**config.mk**
```make
export PLATFORM = sky130hd
export DESIGN_NAME = bus_xfer_seq
export DESIGN_NICKNAME = d
export VERILOG_FILES = /design/src/rtl/bus_pkg.sv /design/src/rtl/bus_reg32.sv /design/src/rtl/bus_xfer_seq.sv
export SDC_FILE = /design/constraint.sdc
export NUM_CORES = 1
export LEC_CHECK = 0
export BUFFER_PORTS_ARGS = -buffer_cell sky130_fd_sc_hd__buf_2
export CAP_MARGIN = 15
export CELL_PAD_IN_SITES_DETAIL_PLACEMENT = 0
export CELL_PAD_IN_SITES_GLOBAL_PLACEMENT = 1
export CORE_MARGIN = 4
export CORE_UTILIZATION = 37
export CTS_CLUSTER_DIAMETER = 120
export DETAILED_ROUTE_END_ITERATION = 8
export GPL_ROUTABILITY_DRIVEN = 1
export MAX_ROUTING_LAYER = met4
export PLACE_DENSITY_LB_ADDON = 0.1
export SYNTH_ARGS = -nofsm -noshare
export SYNTH_HDL_FRONTEND = slang
export SYNTH_SLANG_ARGS = --single-unit
```
**constraint.sdc**
```tcl
create_clock -name clk -period 2 [get_ports clk]
set_clock_uncertainty 0.1 [all_clocks]
set_input_delay 0.1 -clock clk [delete_from_list [all_inputs] [get_ports clk]]
set_output_delay 0.1 -clock clk [all_outputs]
set_load 0.02 [all_outputs]
```
**src/rtl/bus_pkg.sv**
```systemverilog
// Shared types and helpers for the bus register bank / transfer sequencer.
package bus_pkg;
  localparam int BUS_W = 32;

  typedef logic [1:0] state_t;
  localparam state_t S_IDLE  = 2'd0;
  localparam state_t S_DRIVE = 2'd1;
  localparam state_t S_LATCH = 2'd2;
  localparam state_t S_DONE  = 2'd3;

  // Out-of-range indices decode to all-zero, so callers get "ignore" for free.
  function automatic logic [15:0] onehot16(input logic [31:0] idx);
    return (idx < 32'd16) ? (16'h1 << idx[3:0]) : 16'h0;
  endfunction
endpackage

```
**src/rtl/bus_reg32.sv**
```systemverilog
// One bus-width register with async active-low clear and load enable.
module bus_reg32 import bus_pkg::*; (
  input  logic             clk,
  input  logic             rst_n,
  input  logic             ld,
  input  logic [BUS_W-1:0] d,
  output logic [BUS_W-1:0] q
);
  always_ff @(posedge clk or negedge rst_n) begin
    if (!rst_n)  q <= '0;
    else if (ld) q <= d;
  end
endmodule

```
**src/rtl/bus_xfer_seq.sv**
```systemverilog
// Register bank plus reg->bus->reg transfer sequencer feeding tri-state drivers.
module bus_xfer_seq import bus_pkg::*; #(
  parameter int NREGS = 8,
  parameter int SELW  = 4
) (
  input  logic                  clk,
  input  logic                  rst_n,
  input  logic                  xfer_valid,
  output logic                  xfer_ready,
  input  logic [SELW-1:0]       src_sel,
  input  logic [SELW-1:0]       dst_sel,
  input  logic                  wr_en,
  input  logic [SELW-1:0]       wr_idx,
  input  logic [BUS_W-1:0]      wr_data,
  input  logic [BUS_W-1:0]      bus_in,
  output logic [NREGS-1:0]      drv_sel,
  output logic [NREGS*32-1:0]   reg_q,
  output logic                  xfer_done,
  output logic                  xfer_err
);
  localparam logic [31:0] NR = NREGS;

  state_t                       state;
  logic [SELW-1:0]              dst_q;
  logic [NREGS-1:0]             src_oh, dst_oh, wr_oh, ld;
  logic [NREGS-1:0][BUS_W-1:0]  q;
  logic [BUS_W-1:0]             d_in;
  logic                         idle, accept, bad;

  assign idle       = (state == S_IDLE);
  assign xfer_ready = idle && !wr_en;
  assign accept     = xfer_valid && xfer_ready;
  assign bad        = (32'(src_sel) >= NR) || (32'(dst_sel) >= NR);
  assign xfer_done  = (state == S_DONE);

  assign src_oh = NREGS'(onehot16(32'(src_sel)));
  assign dst_oh = NREGS'(onehot16(32'(dst_q)));
  assign wr_oh  = NREGS'(onehot16(32'(wr_idx)));

  // drv_sel is loaded once at accept and held through DRIVE+LATCH, so it
  // doubles as the captured source index.
  always_ff @(posedge clk or negedge rst_n) begin
    if (!rst_n) begin
      state    <= S_IDLE;
      drv_sel  <= '0;
      dst_q    <= '0;
      xfer_err <= 1'b0;
    end else begin
      xfer_err <= 1'b0;
      case (state)
        S_IDLE: if (accept) begin
          if (bad) xfer_err <= 1'b1;
          else begin
            state   <= S_DRIVE;
            drv_sel <= src_oh;
            dst_q   <= dst_sel;
          end
        end
        S_DRIVE: state <= S_LATCH;
        S_LATCH: begin
          state   <= S_DONE;
          drv_sel <= '0;
        end
        default: state <= S_IDLE;
      endcase
    end
  end

  // Only one load source can be live per state, so a single data mux suffices.
  assign d_in = (state == S_LATCH) ? bus_in : wr_data;

  for (genvar i = 0; i < NREGS; i++) begin : g_reg
    assign ld[i] = ((state == S_LATCH) && dst_oh[i]) || (idle && wr_en && wr_oh[i]);
    bus_reg32 u_reg (
      .clk   (clk),
      .rst_n (rst_n),
      .ld    (ld[i]),
      .d     (d_in),
      .q     (q[i])
    );
  end

  assign reg_q = q;
endmodule

```
==> impl_results.md <==
* MaxCap Viol Count at 0
* Synth Register Bits at about 270
* Final min period at around 2.0 ns
* Die width at 179.0 um
* # H-tree levels at 1
* Yosys cell types at 28
* Final Cell Area at roughly 16000 um^2
* Core area at 28780 um^2
* Outcome: finished, violations left
* Routing usage on met1 at 0.2425
* Post-DRT Antenna Nets at 0
* Final period util at 1.012
* Worst r2r path cells at 8
* Hold depth at 4
* F_max at 0.4943 GHz
* Crit-path max FO at 6
* Register clock-pin slew on the reported worst setup and hold paths at 0.06 ns
* Max clock buf depth at 3
* Hold Crit Class: in2reg
* Die Y-Extent at 179.0 um
* GR Util All Layers at 0.1940
* R2R Setup Slk at -0.02 ns
* Tot Pwr at 0.02926 W
* Crit path capture type: flip-flop
* Antenna violations before repair at 0
* DR pass1 iterations at 4
* Pwr/cell area at 1861 nW/um^2
* Worst slew pin tran at 0.4228 ns
* Largest net degree at the start of global routing at 68
* Vias per cell at 4.774
* P_leak at about 7.3 nW
* Slew margin rel. at 0.7181
* Cells after Synth at 650
* Drt initial violations at between 200 and 300
* Port-buffer cells at 346
* Maximum vdd drop at just under 0.0009 V
* Avg Cell Area, Syn at 16.64 um^2
* Met3 usage at 0.06052
* Hold Slack at 0.05009 ns
* Failing checks: negative setup slack
* Gpl congestion at roughly 0.75
* R2R Path Start: state[1]
* Final HPWL DP at 21080 um
* Row cnt at 62
* M2 GR Usage at 0.3118
* Crit path DAT at about 2.3 ns
* CP required at 2.32 ns
* GRT Max-Usage Layer: met2
* Mapped Area at about 11000 um^2
* Initial core utilization at 0.3758
* Die area at 32030 um^2
* Sequential-to-total area share from yosys stat at 0.6270
* # setup viols final at 8
* Clk root buf: clkbuf_16
* CP Class: reg2reg
* Vias in the first global route at 7516
* Worst setup margin at -0.02317 ns
* CP startpoint kind: flip-flop
* Total wire length at roughly 32000 um
* RR Endpoint: g_reg[0].u_reg.q[17]
* Net count after synthesis at 733
* Setup repair after global routing missed its margin: true
* Drc violations at 0
* Crit. Startpoint: state[1]
* Final hold violations at 0
* Clk_lat worst skew at roughly 0.55 ns
* Synth Warn # at 0
* Final slew viol count at 0
* Nets at 1207
* CTS tree: yes
* WL/cell at 21.14 um
* Worst slack, placed at -0.08682 ns
* Layout cells sized above 1 at 0.6550
* Clock sink total at 271
* I/O pin cnt at 347
* Synth-to-Final Area Change at 45.36%
* Overflow after GRT at 0
* First-pass GRT wire length at between 40000 and 50000 um
* Post-place instance area at 13280 um^2
* Routed via count at 7300
* Setup crit end: g_reg[0].u_reg.q[17]
* Setup TNS at -0.09659 ns
* ANT cells at 0
* Cts bufs inserted at 31
## stage by stage
step                std cells  utilization
floorplan                 650            -
global route             1529       0.5463
global placement         1384       0.4615
detailed placement       1384       0.4615
CTS                      1520       0.5289
finish                   1529       0.5463
## routing by layer
| layer | routed length [um] | up-vias |
|---|---|---|
| li1 | - | 3284 |
| met1 | 13600 | 3739 |
| met2 | 15330 | 236 |
| met3 | 2710 | 41 |
| met4 | 679 | 0 |
| met5 | 0 | - |
## placed cells by master (no fill, tap or decap), types with 2 or more instances in the layout
| master | instances |
|---|---|
| buf_12 | 20 |
| buf_2 | 344 |
| buf_4 | 17 |
| buf_6 | 3 |
| buf_8 | 3 |
| bufinv_16 | 2 |
| clkbuf_1 | 2 |
| clkbuf_16 | 36 |
| clkbuf_8 | 11 |
| clkinv_2 | 5 |
| dfrtp_1 | 271 |
| dlygate4sd3_1 | 77 |
| ha_4 | 2 |
| inv_2 | 2 |
| mux2_1 | 16 |
| mux2_2 | 208 |
| mux2_4 | 76 |
| nand2b_1 | 3 |
| nand3b_1 | 3 |
| nor2_1 | 9 |
| o22ai_4 | 8 |
| or3_1 | 3 |
| or3b_1 | 2 |
| or3b_4 | 2 |
## synth_stat cells, drive strengths merged
library cell,number,share of area
mux2,300,0.31
dfrtp,271,0.63
buf,29,0.023
nor2,9,0.0031
o22ai,9,0.013
or3b,5,0.0043
nand3b,4,0.0031
ha,3,0.0035
inv,3,0.0010
nand2b,3,0.0017
or3,3,0.0017
nand2,2,0.00069
nand3,2,0.0014
nor3,2,0.00093
a31oi,1,0.00058
and2,1,0.00058
nor2b,1,0.00058
o21a,1,0.00069
or2,1,0.00058
## critical path: stages (launching register included)
cell       delay (ns)
dfrtp_1          0.43
inv_2            0.09
ha_4             0.17
nand3b_4         0.11
buf_12           0.15
o22ai_4          0.18
buf_12           0.17
clkbuf_16        0.16
mux2_2           0.33
## area by class of cell
cell class | instances | area [um^2]
clock buffer | 44 | 934.6
inverter | 3 | 11.26
sequential | 271 | 6782
tap | 384 | 480.5
timing repair buffer | 470 | 3257
multi-input combinational | 347 | 4146
clock inverter | 10 | 110.1
fill | 2433 | 13060
## power by group
part	internal (W)	switching [W]	total (W)
sequential	0.00828	0.00142	0.00969
clock	0.00348	0.00222	0.00570
combinational	0.00617	0.00770	0.0139
total	0.0179	0.0113	0.0293
## worst min path at each step
| stage | start | to | slack [ns] |
|---|---|---|---|
| 2_1_floorplan | rst_n | drv_sel[0] | -0.30 |
| 3_3_place_gp | rst_n | drv_sel[1] | -0.05 |
| 3_5_place_dp | rst_n | drv_sel[1] | -0.05 |
| 4_1_cts | src_sel[2] | drv_sel[2] | 0.03 |
| 5_1_grt | src_sel[2] | drv_sel[2] | 0.1 |
| 6_report | src_sel[2] | drv_sel[2] | 0.05 |
## flip-flops by register name (all words and copies together) (netlist names)
name,count
g.u_reg.q,256
drv_sel,8
dst_q,4
state,2
xfer_err,1
## repair_timing
action,CTS,global route
buffers inserted,4,4
endpoints found under the hold margin,542,0
resized for setup,10,87
setup endpoints to repair,254,143
hold buffers,77,0
gates cloned,1,6
pin swaps,1,3
## kinds of logic after synthesis
kind of cell               share of synthesized area
muxes                                         0.3124
DFF                                           0.6270
and+or+nand+nor                              0.01874
buffers and inverters                        0.02395
AOI/OAI and AO/OA                            0.01446
adders and majority gates                   0.003471
Note: power is estimated with default switching activity, not from simulation.
